--- src/rtl/parser_port_arbiter.sv ---
// Packet-granular round-robin arbiter that shares one header-parser datapath between the
// N3 (GTP-U uplink) and N6 (IPv4 downlink) ingress streams, tagging each beat with its interface.
module parser_port_arbiter #(
    parameter int         DATA_W      = 64,
    parameter int         KEEP_W      = DATA_W / 8,
    parameter logic [7:0] N3_IFACE_ID = 8'd0,
    parameter logic [7:0] N6_IFACE_ID = 8'd1
) (
    input  logic              clk,
    input  logic              rst,
    input  logic              cfg_n3_en,
    input  logic              cfg_n6_en,
    input  logic              n3_valid,
    output logic              n3_ready,
    input  logic [DATA_W-1:0] n3_data,
    input  logic [KEEP_W-1:0] n3_keep,
    input  logic              n3_last,
    input  logic              n6_valid,
    output logic              n6_ready,
    input  logic [DATA_W-1:0] n6_data,
    input  logic [KEEP_W-1:0] n6_keep,
    input  logic              n6_last,
    output logic              out_valid,
    input  logic              out_ready,
    output logic [DATA_W-1:0] out_data,
    output logic [KEEP_W-1:0] out_keep,
    output logic              out_last,
    output logic [7:0]        out_iface,
    output logic              busy,
    output logic [31:0]       n3_pkt_cnt,
    output logic [31:0]       n6_pkt_cnt,
    output logic [1:0]        arb_state
);

    localparam logic [1:0] ARB_IDLE = 2'd0;
    localparam logic [1:0] ARB_N3   = 2'd1;
    localparam logic [1:0] ARB_N6   = 2'd2;

    logic [1:0]  state;
    logic [1:0]  state_nxt;
    logic        rr_pref;      // 0 = N3 preferred, 1 = N6 preferred
    logic        out_free;
    logic        elig_n3;
    logic        elig_n6;
    logic        take_n3;
    logic        take_n6;
    logic [31:0] n3_cnt;
    logic [31:0] n6_cnt;

    // All streams are valid/ready: a beat transfers on a rising clk edge where valid && ready
    // are both high; ready is only ever raised for the port that currently owns the grant.
    assign out_free = !out_valid || out_ready;
    assign n3_ready = (state == ARB_N3) && out_free;
    assign n6_ready = (state == ARB_N6) && out_free;
    assign take_n3  = n3_valid && n3_ready;
    assign take_n6  = n6_valid && n6_ready;
    assign elig_n3  = n3_valid && cfg_n3_en;
    assign elig_n6  = n6_valid && cfg_n6_en;

    assign busy       = (state != ARB_IDLE);
    assign arb_state  = state;
    assign n3_pkt_cnt = n3_cnt;
    assign n6_pkt_cnt = n6_cnt;

    always_comb begin
        state_nxt = state;
        case (state)
            ARB_IDLE: begin
                if (elig_n3 && elig_n6) begin
                    state_nxt = rr_pref ? ARB_N6 : ARB_N3;
                end else if (elig_n3) begin
                    state_nxt = ARB_N3;
                end else if (elig_n6) begin
                    state_nxt = ARB_N6;
                end
            end
            ARB_N3: begin
                if (take_n3 && n3_last) begin
                    state_nxt = ARB_IDLE;
                end
            end
            ARB_N6: begin
                if (take_n6 && n6_last) begin
                    state_nxt = ARB_IDLE;
                end
            end
            default: state_nxt = ARB_IDLE;
        endcase
    end

    always_ff @(posedge clk or posedge rst) begin
        if (rst) begin
            state   <= ARB_IDLE;
            rr_pref <= 1'b0;
        end else begin
            state <= state_nxt;
            if (take_n3 && n3_last) begin
                rr_pref <= 1'b1;
            end else if (take_n6 && n6_last) begin
                rr_pref <= 1'b0;
            end
        end
    end

    // Single output register: a load and a drain in the same cycle keep full throughput.
    always_ff @(posedge clk or posedge rst) begin
        if (rst) begin
            out_valid <= 1'b0;
            out_data  <= '0;
            out_keep  <= '0;
            out_last  <= 1'b0;
            out_iface <= 8'd0;
        end else if (take_n3) begin
            out_valid <= 1'b1;
            out_data  <= n3_data;
            out_keep  <= n3_keep;
            out_last  <= n3_last;
            out_iface <= N3_IFACE_ID;
        end else if (take_n6) begin
            out_valid <= 1'b1;
            out_data  <= n6_data;
            out_keep  <= n6_keep;
            out_last  <= n6_last;
            out_iface <= N6_IFACE_ID;
        end else if (out_ready) begin
            out_valid <= 1'b0;
        end
    end

    // Packets are counted at input acceptance of the last beat and wrap freely.
    always_ff @(posedge clk or posedge rst) begin
        if (rst) begin
            n3_cnt <= 32'd0;
            n6_cnt <= 32'd0;
        end else begin
            if (take_n3 && n3_last) begin
                n3_cnt <= n3_cnt + 32'd1;
            end
            if (take_n6 && n6_last) begin
                n6_cnt <= n6_cnt + 32'd1;
            end
        end
    end

endmodule

--- config.mk ---
export PLATFORM = sky130hd
export DESIGN_NAME = parser_port_arbiter
export DESIGN_NICKNAME = d
export VERILOG_FILES = /design/src/rtl/parser_port_arbiter.sv
export SDC_FILE = /design/constraint.sdc
export NUM_CORES = 1
export LEC_CHECK = 0
export CORE_AREA = 3 3 92 182
export CTS_CLUSTER_DIAMETER = 80
export DETAILED_ROUTE_END_ITERATION = 10
export DIE_AREA = 0 0 95 185
export PLACE_DENSITY = 0.82
export SLEW_MARGIN = 25
export SYNTH_ARGS = -nofsm -noshare
export SYNTH_HDL_FRONTEND = slang
export SYNTH_SLANG_ARGS = --single-unit
export TNS_END_PERCENT = 1
--- constraint.sdc ---
create_clock -name clk -period 5.5 [get_ports clk]
set_input_delay 1.1 -clock clk [delete_from_list [all_inputs] [get_ports clk]]
set_output_delay 1.1 -clock clk [all_outputs]
set_load 0.1 [all_outputs]
Word level (Yosys, flattened, before mapping)
Cells that the tools add are included.
Widths: inputs -> output; s select.
{ "word_totals": {"register_bits": 149, "inputBits": 153, "wordCells": 53} }
{ "op_classes": {"n_addsub": 2, "eq_ne": 5, "reduce_logical": 17, "mux": 20} }
{ "op_table": {"columns": ["cell", "count"], "rows": [
  ["$mux 64", 2],
  ["$add 32x1->32 const B", 2],
  ["$mux 8", 4],
  ["$mux 2", 6],
  ["$logic_and 1x1->1", 9],
  ["$mux 1", 7],
  ["$pmux 2 s3", 1],
  ["$reduce_bool 2->1", 3],
  ["$ne 2x1->1 const B", 2],
  ["$ne 4x4->1 const B", 1],
  ["$reduce_and 3->1", 1],
  ["$reduce_bool 3->1", 1],
  ["$eq 2x1->1 const B", 1],
  ["$eq 2x2->1 const B", 1],
  ["$logic_not 2->1", 1],
  ["$logic_not 1->1", 1],
  ["$logic_or 1x1->1", 1]
]} }

Depth between registers and ports, before layout
{ "logic_depth": {"word_depth": 7, "depth_mapped": 7, "mapped_depth_nobuf": 6} }

Worst setup path before layout
OpenSTA, ideal clock, no wires.
{ "synth_path": {"path_kind": "reg2out", "from": "reg state[0], in the netlist arb_state[0]", "to": "out n3_ready", "path_stages_with_launch": 3, "slack_ns": 1.878, "arrival_time_ns": 2.522, "required_time_ns": 4.400, "n_path_buf": 0, "cell_sequence": "dfrtp_1 -> nand2b_1 -> nor2_1"} }
{ "synth_between": {"elab_chain_len": 2} }
{ "synth_lines": {"columns": ["item", "line_no", "text"], "rows": [
  ["start: declaration", "39", "logic [1:0] state;"],
  ["start signal: assignment", "96", "state <= state_nxt;"],
  ["$eq 2x1->1", "53", "assign n3_ready = (state == ARB_N3) && out_free;"],
  ["$logic_and 1x1->1", "53", null],
  ["end: declaration", "14", "output logic n3_ready,"]
]} }
Every way passes these cells.

Worst setup path after layout
{ "layout_path": {"from": "in out_ready", "to": "out n3_ready"} }
{ "layout_between": {"elab_chain_len": 2} }
{ "layout_lines": {"columns": ["item", "line_no", "text"], "rows": [
  ["start: declaration", "24", "input logic out_ready,"],
  ["$logic_or 1x1->1", "52", "assign out_free = !out_valid || out_ready;"],
  ["$logic_and 1x1->1", "53", null]
]} }
Every way passes these cells.

==> impl_metrics.tcl <==
set metrics [dict create \
    drt-pass1-iter-count 4 \
    grt_first_pass_wirelength_um 29900 \
    start_kind "primary input" \
    path_max_fanout 2 \
    hp-class "register to register" \
    finalMaxSlewViolations 0 \
    die_h_um 185 \
    synth_top_cell_area_share_pct 54.8 \
    worstSetupPathType "primary input to primary output" \
    p_leak_nw 4.73 \
    netlist_instances 611 \
    power_mw 6.46 \
    cts_tree "done" \
    ant_nets 0 \
    first_iter_violations 204 \
    status "finished clean" \
    powerDensity_mw_per_mm2 631 \
    htreeDepth 4 \
    drive_gt1_share_pct 5.34 \
    num-nets-final 1059 \
    synth_ff_type "dfrtp_1" \
    grtUsageTotal_pct 22.1 \
    tns_ns 0 \
    cts_max_path_buffers 2 \
    final.period_utilization_pct 73.3 \
    coreArea_mm2 0.0155 \
    post_cts_buffers 0 \
    die_w_um 95 \
    dr_total_vias 5601 \
    avgSynthCellArea_um2 10.6 \
    drt_wl_total_um 19500 \
    ys_warn_count 0 \
    drcViolationCount 0 \
    antenna_found_initial 1 \
    period_minus_slack_ns 4.03 \
    tightest_slew_ns 1.08 \
    syn_area_mm2 0.00649 \
    postPlaceCellArea_mm2 0.00961 \
    cts_buffers 17 \
    viasPerCell 5.02 \
    gr-total-overflow 0 \
    synth-edff-count 0 \
    setup_viol 0 \
    io_pins 304 \
    rsz0062_at_grt "no" \
    dp_cells 1083 \
    ir_drop_uv 499 \
    dp_hpwl_um 14700 \
    num-fill-cells 1255 \
    seq_area_frac_synth_pct 54.8 \
    cts_hold_buf 0 \
    worstPathArrival_ns 2.93 \
    io_buffers 296 \
    die_area_mm2 0.0176 \
    cts_root_buffer "clkbuf_16" \
    synthArstFlopShare_pct 100 \
    grt_pass1_vias 5673 \
    gp_congestion 0.831 \
    rows 64 \
    grt_max_degree 73 \
    clk_latency_ns 0.41 \
    synth_seq_cells 142 \
    start_util_pct 42.0 \
    fmax_ghz 0.248 \
    yosys-top-cells-area "dfrtp_1 (55%), mux2i_1 (11%), nand2_1 (6.0%)" \
    synth_area_leader_cell "dfrtp_1" \
    final_area_mm2 0.0102 \
    clk_pin_slew_ns 0.06 \
    max-cap-violations 0 \
    routedWlPerCell_um 17.5 \
    fin_util_pct 66.2 \
    max_slew_margin_pct 27.9 \
    synthDistinctLibCells 35 \
    ctsResizeCount 0 \
    crit_required_ns 4.40 \
    finalClockSkew_ns 0.0152 \
    syn_to_final_growth_pct 57.8 \
    fin_cells 1116 \
    hold_viol 0 \
    cts.sinks 142 \
    end_kind "primary output" \
]
## critical path, stage by stage
cell	delay, ns
clkdlybuf4s50_1	0.47
nor2b_1	0.08
nor2_1	0.12
clkdlybuf4s50_1	1.15
## layout make-up
type,count,area [µm²],share of cell area (%)
diodes,1,2.50,0.0244
flip-flops and latches,142,3550,34.7
clock inverters,13,176,1.72
well taps,198,248,2.42
inverters,4,20.0,0.196
clock buffers,19,443,4.33
repair buffers,301,3000,29.3
multi-input cells,438,2800,27.3
## Yosys cell counts (2+ instances only)
cell and number:
buf_1 2, nand2_1 103, nor3_1 5, and4_1 4, and2_1 3, inv_1 4, and3_1 14, dfrtp_1 142
nand4_1 16, nor2b_1 4, buf_2 11, o21ai_0 23, nand2b_1 2, xnor2_1 38, nor4_1 2, nor3_2 2
nand3_1 28, buf_4 8, nor2_1 26, clkbuf_1 12, o21ai_1 50, xor2_1 24, mux2i_1 72, ha_1 2
a21oi_1 4
## stage by stage
stage               worst slack [ns]  hold WS (ns)
floorplan                      0.590         0.470
global placement                1.51         0.458
detailed placement              1.48         0.460
CTS                             1.47         0.472
global route                    1.43         0.478
finish                          1.47         0.471
## where the power goes
part	internal, mW	switching, mW
registers	1.35	0.190
logic	0.868	2.84
clock network	0.739	0.470
total	2.96	3.50
## cell families after synthesis
family,count (synthesis),synth area share (%)
other,1,0.0578
buffers and inverters,37,2.82
adder cells (fa/ha/maj),2,0.386
flip-flops,142,54.8
multiplexers,73,11.3
AND/OR/NAND/NOR,215,16.1
XOR/XNOR,62,8.37
AO/OA/AOI/OAI,79,6.19
## layer usage
layer  global-route usage, %  wire (µm)  part of all wire, %  vias to the layer above
met5                       0          0                    0                        -
met4                    8.79        549                  2.8                        0
met3                    6.30       1540                  7.9                       30
met2                    39.6      10600                   54                      217
met1                    24.0       6800                   35                     2690
li1                        -          -                    -                     2664
## layout by cell type (no fill, tap or decap), types with 2 or more instances in the layout
cell	count
clkdlybuf4s50_1	295
dfrtp_1	142
nand2_1	102
mux2i_1	72
o21ai_1	50
xnor2_1	38
nand3_1	28
nor2_1	26
xor2_1	24
o21ai_0	23
clkbuf_16	17
nand4_1	16
and3_1	13
conb_1	7
inv_6	6
buf_4	6
nor3_1	5
nor2b_1	4
and4_1	4
a21oi_1	4
and2_1	3
inv_1	3
bufinv_16	3
clkinv_4	3
nand2b_1	2
nor4_1	2
nor3_2	2
ha_1	2
## flip-flops by register name, indices dropped and copies added (netlist names), 2 cells and up
name / count
arb_state: 2
out_data: 64
n3_pkt_cnt: 32
n6_pkt_cnt: 32
out_keep: 8
## final timing paths
kind,from,cells after the start,endpoint,slack [ns]
setup / recovery,out_ready,4,n3_ready,1.47
hold / removal,n6_pkt_cnt[31],1,n6_pkt_cnt[31],0.47
setup reg to reg,arb_state[1],6,out_keep[3],3.30
hold reg to reg,n6_pkt_cnt[31],1,n6_pkt_cnt[31],0.47
max in group asynchronous,rst,3,out_data[40],3.36
min in group asynchronous,rst,2,out_data[41],1.18
Power figures use the tool's default switching activity.
==> variant (same settings) <==
`DATA_W`: 64 -> 68.
--- a/src/rtl/parser_port_arbiter.sv
+++ b/src/rtl/parser_port_arbiter.sv
@@ -1,7 +1,7 @@
 // Packet-granular round-robin arbiter that shares one header-parser datapath between the
 // N3 (GTP-U uplink) and N6 (IPv4 downlink) ingress streams, tagging each beat with its interface.
 module parser_port_arbiter #(
-    parameter int         DATA_W      = 64,
+    parameter int         DATA_W      = 68,
     parameter int         KEEP_W      = DATA_W / 8,
     parameter logic [7:0] N3_IFACE_ID = 8'd0,
     parameter logic [7:0] N6_IFACE_ID = 8'd1
Ports: changed (resized n3_data, n6_data and out_data); port bits go from 304 to 316. No check against the original RTL was run, so the function may have changed too.
==> variant against the original RTL <==
- total power rose by 2.7%
- area after synthesis rose by 3.9%
- sequential cell count rose by 4
- cell count rose by 3.2%
- clock skew fell by 0.0081 ns
- sequential share of layout area fell by 0.10 points
- critical path depth did not move
- final area rose by 3.1%
- worst setup slack improved by 0.055 ns
- wire length rose by 5.8%
- sequential power rose by 4%
- combinational power rose by 4%
- critical path type unchanged
- highest routed layer unchanged
==> variant: results (changes against the original RTL) <==
stage	metric	value	unit	change
status	status	complete, no violations		
global_route	grt_pass1_vias	5933		+4.6%
clock_tree	cts_buffer_depth	2		unchanged
worst_hold_path	holdCritPathClass	reg2reg		
place	dp_hpwl	15.33	mm	+4.1%
yosys	yosysWarnings	0		unchanged
routing	drt-met1-wl	7.007	mm	+3.1%
timing	finClkSkew	0.007158	ns	-0.008076 ns
global_route	antenna_found_initial	0		-1
routing	drtIter0Drc	145		-29%
yosys	synth_flop_cell	dfrtp_1		
power	p_per_area	628.6	nW/um^2	-0.36%
yosys	async_flop_share	100.0	%	unchanged
yosys	synthTopCellsByCount	dfrtp_1, nand2_1, mux2i_1		
setup_path	crit_fanout	3		+1
routing	routedWlPerCell	17.90	um	+2.5%
setup_path	crit_slowest_cell	clkdlybuf4s50_1		
global_route	grt_max_degree	92		+26%
place	pre_cts_ws	1.525	ns	+0.04328 ns
final_layout	layout-drive-gt1-share	4.403	%	-0.94 points
final_layout	diodes	0		-1
power	leakagePower	0.004821	uW	+2.0%
global_route	grtUsageTotal	23.57	%	+1.5 points
setup_path	critPathArrivalTime	2.88	ns	-0.05 ns
place	io_buffer_count	308		+4.1%
yosys	yosys-top-cells-area	dfrtp_1, mux2i_1, nand2_1		
final_layout	top_register	out_data		
routing	wl_met2	11.16	mm	+5.2%
timing	worst_pin_slew	1.069	ns	-0.009334 ns
yosys	ys_seq_area_share	54.21	%	-0.55 points
place	gp_congestion	0.8316		about the same
yosys	syn_avg_cell_area	10.55	sq um	-0.69%
place	dpl.cell_count	1121		+3.5%
routing	dr_wl_met3	1.647	mm	+6.7%
power	ir_drop	0.0005377	V	+7.7%
clock_tree	clk-insertion-delay-late	0.41	ns	about the same
yosys	synth.distinct_cells	37		+5.7%
clock_tree	root_buffer	clkbuf_16		
final_layout	largest_reg_flops	68		+6.3%
routing	viasPerCell	5.053		+0.68%
clock_tree	cts_buffers	17		unchanged
clock_tree	htree_num_levels	4		unchanged
global_route	grt_pass1_wl	31.58	mm	+5.6%
routing	vias	5821		+3.9%
final_layout	fillCellCount	1197		-4.6%
routing	top_layer_used	met4		
-- variant: cell types whose count changed after synthesis, moves of 5 or more --
cell     before  now
o21ai_1      50    2
nor2_1       26   19
nand2_1     103  114
o21ai_0      23   75
xor2_1       24   18
and4_1        4   10
nor3_1        5   10
xnor2_1      38   44
-- variant: worst reg2reg max path: stages (launching register included) --
cell     delay (ns)
dfrtp_1        0.45
nor2b_1        0.19
and2_1         0.21
nand2_4        0.53
buf_4          0.50
mux2i_1        0.24
o21ai_0        0.12
-- variant: routing by layer --
layer  vias to the layer above  track usage (%)
met4                         0            11.05
li1                       2787                -
met2                       238            42.96
met1                      2753            24.11
met5                         -                0
met3                        43            6.911
-- variant: cell families (layout without fill, tap and decap cells) --
family	after synthesis	in the layout	share of synthesized area [%]
multiplexers	77	77	11.46
other	1	7	0.05565
adder cells (fa/ha/maj)	2	2	0.3713
buffers and inverters	39	348	2.915
AND/OR/NAND/NOR	229	229	16.67
XOR/XNOR	62	62	8.058
flip-flops	146	146	54.21
AO/OA/AOI/OAI	83	83	6.257
-- variant: layout make-up --
type	count	area share (%)
Tap cell	198	2.347
Clock inverter	5	0.9482
Timing Repair Buffer	314	29.61
Multi-Input combinational cell	460	27.70
Inverter	3	0.1541
Sequential cell	146	34.61
Clock buffer	26	4.634
-- variant: path summary, 6_finish.rpt --
check | startpoint | end | slack, ns | depth (start not counted)
worst min-delay path | n6_pkt_cnt[31] | n6_pkt_cnt[31] | 0.47 | 1
min in group asynchronous | rst | n6_pkt_cnt[10] | 1.16 | 2
worst max-delay path | out_ready | n3_ready | 1.53 | 4
worst min register to register | n6_pkt_cnt[31] | n6_pkt_cnt[31] | 0.47 | 1
worst max register to register | arb_state[1] | out_data[43] | 3.09 | 6
max in group asynchronous | rst | n3_pkt_cnt[18] | 3.33 | 3
-- variant: metrics by stage --
step	instance area (sq um)	hold WS [ns]
6_report	10560	0.4750
5_1_grt	10560	0.4944
4_1_cts	10560	0.4789
3_5_place_dp	9967	0.4671
3_3_place_gp	9967	0.4647
2_1_floorplan	6761	0.4698
-- variant: power breakdown --
| group | internal [uW] | total, uW | switching [uW] |
|---|---|---|---|
| clock | 747 | 1170 | 426 |
| sequential | 1400 | 1600 | 206 |
| combinational | 893 | 3860 | 2970 |
